File: src/rtl/mem_arbiter_if.sv
// mem_arbiter_if
// Purpose: groups the request, response and return-data signals that pass
//          between the two caches, the arbiter and memory.
// Signals:
//   dc_command/dc_addr/dc_data   dcache request (command, address, store data)
//   ic_command/ic_addr           icache request (loads only)
//   mem_response/mem_data/mem_tag memory accept tag, returned data, return tag
//   mem_command/mem_addr/mem_data_out  request forwarded to memory
//   dc_response/dc_tag           accept tag / return tag routed to dcache
//   ic_response/ic_tag           accept tag / return tag routed to icache
//   rsp_data                     returned data broadcast to both caches
//   outstanding                  number of tags awaiting return
//   tag_error                    sticky: data came back for an unowned tag
// Modports: slave = arbiter side, master = cache/memory (testbench) side.
interface mem_arbiter_if #(
    parameter int unsigned XLEN = 32
);
    logic [1:0]      dc_command;
    logic [XLEN-1:0] dc_addr;
    logic [63:0]     dc_data;
    logic [1:0]      ic_command;
    logic [XLEN-1:0] ic_addr;
    logic [3:0]      mem_response;
    logic [63:0]     mem_data;
    logic [3:0]      mem_tag;
    logic [1:0]      mem_command;
    logic [XLEN-1:0] mem_addr;
    logic [63:0]     mem_data_out;
    logic [3:0]      dc_response;
    logic [3:0]      dc_tag;
    logic [3:0]      ic_response;
    logic [3:0]      ic_tag;
    logic [63:0]     rsp_data;
    logic [3:0]      outstanding;
    logic            tag_error;

    modport slave (
        input  dc_command, dc_addr, dc_data, ic_command, ic_addr,
        input  mem_response, mem_data, mem_tag,
        output mem_command, mem_addr, mem_data_out,
        output dc_response, dc_tag, ic_response, ic_tag,
        output rsp_data, outstanding, tag_error
    );

    modport master (
        output dc_command, dc_addr, dc_data, ic_command, ic_addr,
        output mem_response, mem_data, mem_tag,
        input  mem_command, mem_addr, mem_data_out,
        input  dc_response, dc_tag, ic_response, ic_tag,
        input  rsp_data, outstanding, tag_error
    );
endinterface

File: src/rtl/mem_arbiter.sv
// mem_arbiter
// Purpose: shares one memory port between dcache and icache. dcache has
//          priority unless icache has been denied STARVE_LIMIT consecutive
//          cycles. Accepted loads are recorded in a 15-entry owner table so
//          returned data tags can be steered to the cache that issued them.
// Ports:
//   clock  rising-edge system clock
//   reset  synchronous, active-high reset
//   bus    mem_arbiter_if.slave: cache requests, memory request/response,
//          per-cache response/tag routing, outstanding count, tag_error
module mem_arbiter #(
    parameter int unsigned STARVE_LIMIT = 3,
    parameter int unsigned XLEN         = 32
) (
    input  logic         clock,
    input  logic         reset,
    mem_arbiter_if.slave bus
);

    typedef enum logic [1:0] {
        BUS_NONE  = 2'd0,
        BUS_LOAD  = 2'd1,
        BUS_STORE = 2'd2
    } bus_cmd_e;

    localparam logic [1:0] LP_LIMIT = 2'(STARVE_LIMIT);

    // Owner table; index 0 is never allocated since tag 0 means "none".
    logic [15:0] r_valid;
    logic [15:0] r_owner;          // 0 = dcache, 1 = icache
    logic [3:0]  r_outstanding;
    logic [1:0]  r_starve;
    logic        r_tag_error;

    logic            w_dc_req;
    logic            w_ic_req;
    logic            w_grant_dc;
    logic            w_grant_ic;
    logic            w_ic_accepted;
    logic            w_alloc;
    logic            w_ret_hit;
    logic            w_ret_owner;
    logic [1:0]      w_mem_command;
    logic [XLEN-1:0] w_mem_addr;
    logic [63:0]     w_mem_data_out;

    assign w_dc_req = (bus.dc_command != BUS_NONE);
    assign w_ic_req = (bus.ic_command != BUS_NONE);

    // icache wins over a dcache request only once it has been starved.
    assign w_grant_ic    = w_ic_req && (!w_dc_req || (r_starve == LP_LIMIT));
    assign w_grant_dc    = w_dc_req && !w_grant_ic;
    assign w_ic_accepted = w_grant_ic && (bus.mem_response != 4'd0);

    always_comb begin
        w_mem_command  = BUS_NONE;
        w_mem_addr     = '0;
        w_mem_data_out = '0;
        if (w_grant_dc) begin
            w_mem_command  = bus.dc_command;
            w_mem_addr     = bus.dc_addr;
            w_mem_data_out = bus.dc_data;
        end else if (w_grant_ic) begin
            w_mem_command  = bus.ic_command;
            w_mem_addr     = bus.ic_addr;
        end
    end

    assign bus.mem_command  = w_mem_command;
    assign bus.mem_addr     = w_mem_addr;
    assign bus.mem_data_out = w_mem_data_out;

    assign bus.dc_response = w_grant_dc ? bus.mem_response : 4'd0;
    assign bus.ic_response = w_grant_ic ? bus.mem_response : 4'd0;

    // Only accepted loads expect data back; stores allocate nothing.
    assign w_alloc = (w_mem_command == BUS_LOAD) && (bus.mem_response != 4'd0);

    assign w_ret_hit   = (bus.mem_tag != 4'd0) && r_valid[bus.mem_tag];
    assign w_ret_owner = r_owner[bus.mem_tag];

    assign bus.dc_tag   = (w_ret_hit && !w_ret_owner) ? bus.mem_tag : 4'd0;
    assign bus.ic_tag   = (w_ret_hit &&  w_ret_owner) ? bus.mem_tag : 4'd0;
    assign bus.rsp_data = bus.mem_data;

    assign bus.outstanding = r_outstanding;
    assign bus.tag_error   = r_tag_error;

    always_ff @(posedge clock) begin
        if (reset) begin
            r_valid       <= '0;
            r_owner       <= '0;
            r_outstanding <= '0;
            r_starve      <= '0;
            r_tag_error   <= 1'b0;
        end else begin
            // Free first, allocate second: when both hit the same tag the
            // later assignment wins and the entry stays valid for the new owner.
            if (w_ret_hit) begin
                r_valid[bus.mem_tag] <= 1'b0;
            end
            if (w_alloc) begin
                r_valid[bus.mem_response] <= 1'b1;
                r_owner[bus.mem_response] <= w_grant_ic;
            end

            case ({w_alloc, w_ret_hit})
                2'b10:   if (r_outstanding != 4'd15) r_outstanding <= r_outstanding + 4'd1;
                2'b01:   if (r_outstanding != 4'd0)  r_outstanding <= r_outstanding - 4'd1;
                default: r_outstanding <= r_outstanding;
            endcase

            if ((bus.mem_tag != 4'd0) && !w_ret_hit) begin
                r_tag_error <= 1'b1;
            end

            if (!w_ic_req || w_ic_accepted) begin
                r_starve <= '0;
            end else if (r_starve != LP_LIMIT) begin
                r_starve <= r_starve + 2'd1;
            end
        end
    end

endmodule

File: src/flat_wrapper.sv
// flat-port wrapper written by rule: the top's interface ports become plain ports
module mem_arbiter_flat 
#(
    parameter int unsigned STARVE_LIMIT = 3,
    parameter int unsigned XLEN         = 32
)
  (clock, reset, bus_dc_command, bus_dc_addr, bus_dc_data, bus_ic_command, bus_ic_addr, bus_mem_response, bus_mem_data, bus_mem_tag, bus_mem_command, bus_mem_addr, bus_mem_data_out, bus_dc_response, bus_dc_tag, bus_ic_response, bus_ic_tag, bus_rsp_data, bus_outstanding, bus_tag_error);
  mem_arbiter_if #(.XLEN(XLEN)) bus_i ();
  input  logic clock;
  input  logic reset;
  input wire logic [$bits(bus_i.dc_command)-1:0] bus_dc_command;
  input wire logic [$bits(bus_i.dc_addr)-1:0] bus_dc_addr;
  input wire logic [$bits(bus_i.dc_data)-1:0] bus_dc_data;
  input wire logic [$bits(bus_i.ic_command)-1:0] bus_ic_command;
  input wire logic [$bits(bus_i.ic_addr)-1:0] bus_ic_addr;
  input wire logic [$bits(bus_i.mem_response)-1:0] bus_mem_response;
  input wire logic [$bits(bus_i.mem_data)-1:0] bus_mem_data;
  input wire logic [$bits(bus_i.mem_tag)-1:0] bus_mem_tag;
  output wire logic [$bits(bus_i.mem_command)-1:0] bus_mem_command;
  output wire logic [$bits(bus_i.mem_addr)-1:0] bus_mem_addr;
  output wire logic [$bits(bus_i.mem_data_out)-1:0] bus_mem_data_out;
  output wire logic [$bits(bus_i.dc_response)-1:0] bus_dc_response;
  output wire logic [$bits(bus_i.dc_tag)-1:0] bus_dc_tag;
  output wire logic [$bits(bus_i.ic_response)-1:0] bus_ic_response;
  output wire logic [$bits(bus_i.ic_tag)-1:0] bus_ic_tag;
  output wire logic [$bits(bus_i.rsp_data)-1:0] bus_rsp_data;
  output wire logic [$bits(bus_i.outstanding)-1:0] bus_outstanding;
  output wire logic [$bits(bus_i.tag_error)-1:0] bus_tag_error;
  assign bus_i.dc_command = bus_dc_command;
  assign bus_i.dc_addr = bus_dc_addr;
  assign bus_i.dc_data = bus_dc_data;
  assign bus_i.ic_command = bus_ic_command;
  assign bus_i.ic_addr = bus_ic_addr;
  assign bus_i.mem_response = bus_mem_response;
  assign bus_i.mem_data = bus_mem_data;
  assign bus_i.mem_tag = bus_mem_tag;
  assign bus_mem_command = bus_i.mem_command;
  assign bus_mem_addr = bus_i.mem_addr;
  assign bus_mem_data_out = bus_i.mem_data_out;
  assign bus_dc_response = bus_i.dc_response;
  assign bus_dc_tag = bus_i.dc_tag;
  assign bus_ic_response = bus_i.ic_response;
  assign bus_ic_tag = bus_i.ic_tag;
  assign bus_rsp_data = bus_i.rsp_data;
  assign bus_outstanding = bus_i.outstanding;
  assign bus_tag_error = bus_i.tag_error;
  mem_arbiter #(.STARVE_LIMIT(STARVE_LIMIT), .XLEN(XLEN)) u_core (.clock(clock), .reset(reset), .bus(bus_i));
endmodule
File: config.mk
export PLATFORM = sky130hd
export DESIGN_NAME = mem_arbiter_flat
export DESIGN_NICKNAME = d
export VERILOG_FILES = /design/src/rtl/mem_arbiter_if.sv /design/src/rtl/mem_arbiter.sv /design/src/flat_wrapper.sv
export SDC_FILE = /design/constraint.sdc
export NUM_CORES = 1
export LEC_CHECK = 0
export BUFFER_PORTS_ARGS = -buffer_cell sky130_fd_sc_hd__buf_2
export CORE_AREA = 2 2 153 155
export DETAILED_ROUTE_END_ITERATION = 10
export DIE_AREA = 0 0 155 157
export GPL_ROUTABILITY_DRIVEN = 0
export SLEW_MARGIN = 0
export SYNTH_ARGS = -nofsm -noshare
export SYNTH_HDL_FRONTEND = slang
export SYNTH_SLANG_ARGS = --single-unit
File: constraint.sdc
create_clock -name clock -period 2.75 [get_ports clock]
set_input_delay 0.275 -clock clock [delete_from_list [all_inputs] [get_ports clock]]
set_output_delay 0.275 -clock clock [all_outputs]
set_load 0.05 [all_outputs]
==> impl_metrics.csv, run 1 <==
group,metric,value,unit
placement,dp.cells,891,
floorplan,start_util,15.1,%
setup_path,rr_worst_depth,13,
synth,ys_types,42,
synth,ys_seq_elements,38,
timing,fmax,382,MHz
clock_tree,clock_path_buffers,2,
routing,dr.pass1.iters,4,
grt,antenna_found_initial,2,
synth,netlist_instances,424,
grt,grt_pass1_vias,3487,
grt,grt-ovfl-total,0,
cells_and_area,regArea,763,µm²
power_and_ir_drop,power.density,502,nW/µm²
flow_run,drv_cap,0,
timing,setup_viol_count_final,0,
setup_path,cp.depth,8,
setup_path,cp-end-kind,"output pin",
setup_path,crit_path_cell_trace,"ha_4 -> buf_4 -> nor2_1 -> nor2_4 -> nor2_4 -> buf_12 -> a22o_1 -> buf_2",
power_and_ir_drop,p_leak,2.50,nW
setup_path,slowest_delay,0.34,ns
routing,drt-wirelength-per-cell,15.8,µm
routing,drcViolationCount,0,
timing,finalHoldViolCount,0,
routing,vias_per_cell,4.06,
synth,async_flop_share,0,%
synth,syn_area,3390,µm²
timing,tightestPinTransition,0.486,ns
power_and_ir_drop,switchingPower,0.00102,W
cells_and_area,drive_gt1_share,49.1,%
floorplan,fp.coreArea,22500,µm²
cells_and_area,fin_nets,825,
setup_path,crit_fanout,100,
floorplan,std_cell_rows,55,
cells_and_area,fin_cells,900,
floorplan,io_pins,389,
power_and_ir_drop,seq_power_share,24.3,%
placement,io_buffers,260,
setup_path,worst_ep_arrival_time,2.34,ns
placement,dp_hpwl,12200,µm
clock_tree,clock-sinks,38,
cells_and_area,post-route-cell-area,4820,µm²
synth,synthFlopType,"dfxtp_1",
power_and_ir_drop,switching_share,42.2,%
synth,yosysWarningCount,0,
grt,grt_start_max_net_pins,101,
grt,grt_pass1_wl,20400,µm
clock_tree,cts_made_buffers,5,
worst_hold_path,min_path_cells,4,
power_and_ir_drop,max-vdd-ir-drop,0.247,mV
timing,finalMaxSlewViolations,0,
setup_path,required,2.48,ns
routing,vias,3653,
setup_path,critPathBufInv,3,
clock_tree,cts_tree,"done",
routing,drt-total-wl,14300,µm
setup_path,path_delay_family,"buffers and inverters",
floorplan,dieArea,24300,µm²
clock_tree,cts_max_level,2,
synth,synth_nets,635,
timing,period_needed,2.61,ns
clock_tree,insertion_delay,0.28,ns
cells_and_area,nFillCells,2472,
timing,relSlewSlack,67.6,%
setup_path,cpMaxStageDelayCell,"dfxtp_2",
setup_path,startpoint_type,"register",
floorplan,die_y,157,µm
cells_and_area,multiInputGateArea,2060,µm²
cells_and_area,diodes,0,
synth,synth_seq_area_share,22.4,%
power_and_ir_drop,finalPower,0.00242,W
synth,synth.avg_cell_area,8.00,µm²
power_and_ir_drop,intPower,0.00140,W
outcome,status,"complete, no violations",
cells_and_area,area_growth,42.0,%
power_and_ir_drop,p_clk_share,31.5,%
timing,fin_crit_sh,95.1,%
grt,grt_usage,11.0,%
clock_tree,path_clk_slew,0.06,ns
routing,drtAntennaViolNets,0,
cells_and_area,post-route-util,21.4,%
routing,drtIter0Drc,205,
power_and_ir_drop,power_frac_comb,44.2,%
placement,place_area,4590,µm²
clock_tree,cts_root_buffer,"clkbuf_16",
setup_path,crit_top_cell,"nor2_4",
setup_path,crit_type,"register to output pin",
worst_hold_path,hp-class,"input port to register",
synth,synth_edf_count,0,
timing,skew,0.0102,ns
floorplan,die_x,155,µm
-- worst register-to-register path: stages, from the launching register on --
cell and delay [ns]:
dfxtp_2 0.35, ha_4 0.16, nand2b_1 0.12, a21boi_0 0.10
o22ai_2 0.21, a21boi_4 0.24, inv_1 0.07, ha_1 0.25
buf_4 0.17, a21bo_2 0.21, a221oi_2 0.21, o211ai_1 0.13
xor2_1 0.15, nor2_1 0.05
-- per-layer routing --
metal | vias up | wire length (µm) | GRT usage [%]
li1 | 1772 | - | -
met1 | 1655 | 5470 | 11.9
met2 | 204 | 6250 | 17.8
met3 | 20 | 2250 | 6.77
met4 | 2 | 195 | 2.73
met5 | - | 92 | 2.69
-- per-stage QoR --
step | setup WS, ns | setup TNS, ns | hold WS, ns
floorplan | 0.0106 | 0 | 0.430
global placement | 0.0796 | 0 | 0.463
detailed placement | 0.0424 | 0 | 0.464
CTS | 0.0515 | 0 | 0.475
global route | -0.000668 | -0.000668 | 0.491
finish | 0.136 | 0 | 0.471
-- cells in the mapped netlist (3+ instances only) --
library cell | n | area share [%]
nor2_1 | 26 | 2.9
xor2_1 | 4 | 1.0
ha_1 | 5 | 1.8
nand3_1 | 10 | 1.5
nor2b_1 | 6 | 1.1
inv_1 | 5 | 0.55
buf_4 | 64 | 14
o21ai_0 | 16 | 2.4
buf_2 | 6 | 0.89
and3_1 | 3 | 0.55
nand3b_1 | 3 | 0.66
dfxtp_1 | 38 | 22
a21oi_1 | 20 | 3.0
a22o_1 | 33 | 8.5
or2_2 | 3 | 0.55
clkbuf_1 | 21 | 2.3
mux4_1 | 4 | 3.1
mux2_2 | 3 | 1.0
nand4_1 | 4 | 0.74
nand2_1 | 14 | 1.5
and2_1 | 72 | 13
mux2i_1 | 17 | 5.0
nand2b_1 | 23 | 4.2
-- power groups by stage --
stage / Sequential [W] / Clock [W] / Combinational (W)
finish: 0.000587 / 0.000762 / 0.00107
floorplan: 0.000621 / 0 / 0.000982
global route: 0.000590 / 0.000806 / 0.00113
CTS: 0.000585 / 0.000778 / 0.00107
detailed placement: 0.000598 / 0 / 0.00106
global placement: 0.000597 / 0 / 0.00106
-- cell usage in the layout (no fill, tap or decap), drive strengths merged, types with 14 or more instances in the layout --
cell type / n
dfxtp: 38
o21ai: 16
a22o: 33
a21oi: 20
nand2b: 23
buf: 275
mux2i: 17
nand2: 14
nor2: 27
and2: 72
-- cell families after synthesis --
family          synth area share [%]
compound gates                  17.3
xor+xnor                        1.29
fa+ha+maj                       1.84
buf+inv                         18.3
flops                           22.4
mux                             10.4
simple gates                    28.4
-- registers in the layout (all words and copies together) (netlist names) --
name and flops:
u_core.r_starve 2, u_core.bus.tag_error 1, u_core.bus.outstanding 4, u_core.r_owner 16
u_core.r_valid 15
-- path summary, 6_finish.rpt --
check / start / end / slack (ns)
max reg2reg: u_core.r_starve[1] / u_core.bus.outstanding[3] / 0.21
max: u_core.r_starve[0] / bus_mem_addr[0] / 0.14
min: bus_mem_response[2] / u_core.r_valid[2] / 0.47
min reg2reg: u_core.r_valid[2] / u_core.r_valid[2] / 0.47
-- timing repair --
action / CTS / global route
buffers inserted: 0 / 1
hold endpoints to repair: 0 / 0
endpoints found under the setup margin: 0 / 39
hold buffers: 0 / 0
resized for setup: 0 / 6
-- cell type report --
type,count,share of cell area (%)
Inverter,5,0.390
Sequential cell,38,15.8
Clock inverter,3,1.43
Clock buffer,5,2.60
Timing Repair Buffer,275,29.6
Multi-Input combinational cell,289,42.7
Tap cell,285,7.40
(Power assumes the default switching activity.)
==> run 2: changes to the inputs <==
--- a/config.mk
+++ b/config.mk
@@ -6,9 +6,11 @@
 export NUM_CORES = 1
 export LEC_CHECK = 0
 export BUFFER_PORTS_ARGS = -buffer_cell sky130_fd_sc_hd__buf_2
-export CORE_AREA = 2 2 153 155
+export CORE_AREA = 2 2 151 153
+export CTS_BUF_LIST = sky130_fd_sc_hd__clkbuf_4 sky130_fd_sc_hd__clkbuf_8
+export CTS_CLUSTER_DIAMETER = 120
 export DETAILED_ROUTE_END_ITERATION = 10
-export DIE_AREA = 0 0 155 157
+export DIE_AREA = 0 0 153 155
 export GPL_ROUTABILITY_DRIVEN = 0
 export SLEW_MARGIN = 0
 export SYNTH_ARGS = -nofsm -noshare
==> constraint.sdc (replaced) <==
create_clock -name clock -period 3.3 [get_ports clock]
set_input_delay 0.33 -clock clock [delete_from_list [all_inputs] [get_ports clock]]
set_output_delay 0.33 -clock clock [all_outputs]
set_load 0.05 [all_outputs]
==> impl_metrics.csv, run 2 (synthesis results as in run 1) <==
group,metric,value,unit
power_and_ir_drop,intPower,0.000945,W
routing,vias,3580,
cells_and_area,largest_reg_flops,16,
grt,grt-ovfl-total,0,
grt,grt_usage,11.2,%
setup_path,required,3.46,ns
setup_path,ff2ff_setup_slack,0.33,ns
setup_path,worst_ep_arrival_time,3.14,ns
setup_path,crit_fanout,8,
setup_path,startpoint_type,"register",
timing,relSlewSlack,57.9,%
timing,setup_viol_count_final,0,
grt,antenna_found_initial,0,
clock_tree,cts_made_buffers,5,
grt,grt_pass1_vias,3579,
floorplan,std_cell_rows,55,
power_and_ir_drop,power.density,384,nW/µm²
outcome,status,"complete, no violations",
clock_tree,clock_path_buffers,2,
setup_path,crit_type,"register to register",
floorplan,dieArea,23700,µm²
clock_tree,cts_root_buffer,"clkbuf_8",
placement,place_area,4510,µm²
clock_tree,clock-sinks,38,
cells_and_area,final_cell_mix,"buf_2 (260), and2_1 (72), dfxtp_1 (38)",
worst_hold_path,hp-class,"register to register",
routing,drt-wirelength-per-cell,15.8,µm
setup_path,crit_path_cell_trace,"ha_1 -> nand2b_1 -> a21boi_0 -> o22ai_2 -> a21boi_0 -> inv_1 -> ha_1 -> xor2_1 -> ha_1 -> a21oi_1 -> xnor2_1 -> nand3_1 -> xor2_1 -> nor2_1",
routing,drcViolationCount,0,
worst_hold_path,min_path_cells,1,
timing,finalMaxSlewViolations,0,
clock_tree,cts_max_level,2,
cells_and_area,area_growth,36.4,%
clock_tree,insertion_delay,0.29,ns
placement,io_buffers,260,
timing,final.setup.tns,0,ns
floorplan,io_pins,389,
routing,drtIter0Drc,179,
power_and_ir_drop,max-vdd-ir-drop,0.165,mV
timing,fmax,336,MHz
placement,place_ws,0.308,ns
flow_run,drv_cap,0,
clock_tree,cts_tree,"done",
cells_and_area,final_common_cell,"buf_2",
cells_and_area,post-route-cell-area,4630,µm²
cells_and_area,fin_nets,815,
setup_path,crit_top_cell,"ha_1",
timing,grt_setup_unrepaired,"false",
setup_path,cpMaxStageDelayCell,"dfxtp_1",
cells_and_area,drive_gt1_share,47.3,%
floorplan,fp.coreArea,22200,µm²
routing,drt-total-wl,14100,µm
routing,vias_per_cell,4.02,
power_and_ir_drop,p_leak,2.40,nW
setup_path,slowest_delay,0.36,ns
clock_tree,post_cts_buffers,0,
timing,period_needed,2.97,ns
timing,tightestPinTransition,0.631,ns
timing,fin_crit_sh,90.1,%
timing,setup_slack,0.327,ns
power_and_ir_drop,seq_power_share,27.4,%
setup_path,rr_worst_depth,14,
cells_and_area,regMostFlops,"u_core.r_owner",
timing,finalHoldViolCount,0,
placement,dp_hpwl,12000,µm
clock_tree,path_clk_slew,0.08,ns
floorplan,die_x,153,µm
grt,grt_start_max_net_pins,57,
clock_tree,cts_resized,0,
power_and_ir_drop,switchingPower,0.000830,W
routing,dr.pass1.iters,4,
setup_path,cp-end-kind,"register",
power_and_ir_drop,switching_share,46.8,%
floorplan,die_y,155,µm
power_and_ir_drop,power_frac_comb,49.7,%
cells_and_area,diodes,0,
clock_tree,ctsHoldBuffers,0,
grt,grt_pass1_wl,20500,µm
power_and_ir_drop,p_clk_share,22.9,%
cells_and_area,nFillCells,2464,
floorplan,start_util,15.3,%
routing,drtAntennaViolNets,0,
timing,skew,0.00627,ns
-- run 2: final timing paths --
path,to,start
min,u_core.r_owner[0],u_core.r_owner[0]
max,u_core.bus.outstanding[2],u_core.r_starve[0]
max reg2reg,u_core.bus.outstanding[2],u_core.r_starve[0]
min reg2reg,u_core.r_owner[0],u_core.r_owner[0]
-- run 2: worst max-delay path, delay by kind of cell, from the launching register on --
family / cells / cell delay, ns
xor gates and xnor gates: 3 / 0.46
buffers and inverters: 1 / 0.11
DFF: 1 / 0.36
adders and majority gates: 3 / 0.82
AOI/OAI and AO/OA: 4 / 0.77
and+or+nand+nor: 3 / 0.32
-- run 2: area by class of cell --
type | count | area [µm²] | share of cell area (%)
multi-input cells | 289 | 2020 | 43.8
repair buffers | 265 | 1350 | 29.2
flip-flops and latches | 38 | 761 | 16.4
inverters | 5 | 18.8 | 0.406
clock inverters | 3 | 45.0 | 0.974
clock buffers | 5 | 68.8 | 1.49
well taps | 285 | 357 | 7.71
-- run 2: metal layers --
layer	part of all wire (%)	track usage (%)	up-vias	routed length [µm]
met5	0	0	-	0
met1	35	11.3	1604	4960
li1	-	-	1752	-
met4	1.1	2.56	0	155
met3	17	7.58	14	2400
met2	47	19.2	210	6540
-- run 2: power by group through the flow --
stage          clock network, W  registers (W)  logic (W)
4_1_cts                0.000424       0.000487   0.000887
2_1_floorplan                 0       0.000517   0.000815
3_3_place_gp                  0       0.000497   0.000883
5_1_grt                0.000438       0.000489   0.000933
3_5_place_dp                  0       0.000498   0.000885
6_report               0.000407       0.000487   0.000882
-- run 2: through the flow --
stage	hold WS, ns	instances	utilization, %	power [W]
final	0.472	890	20.8	0.00178
after global routing	0.492	890	20.8	0.00186
after CTS	0.476	890	20.8	0.00180
after detailed placement	0.460	882	20.3	0.00138
after global placement	0.453	882	20.3	0.00138
after floorplan	0.430	424	-	0.00133
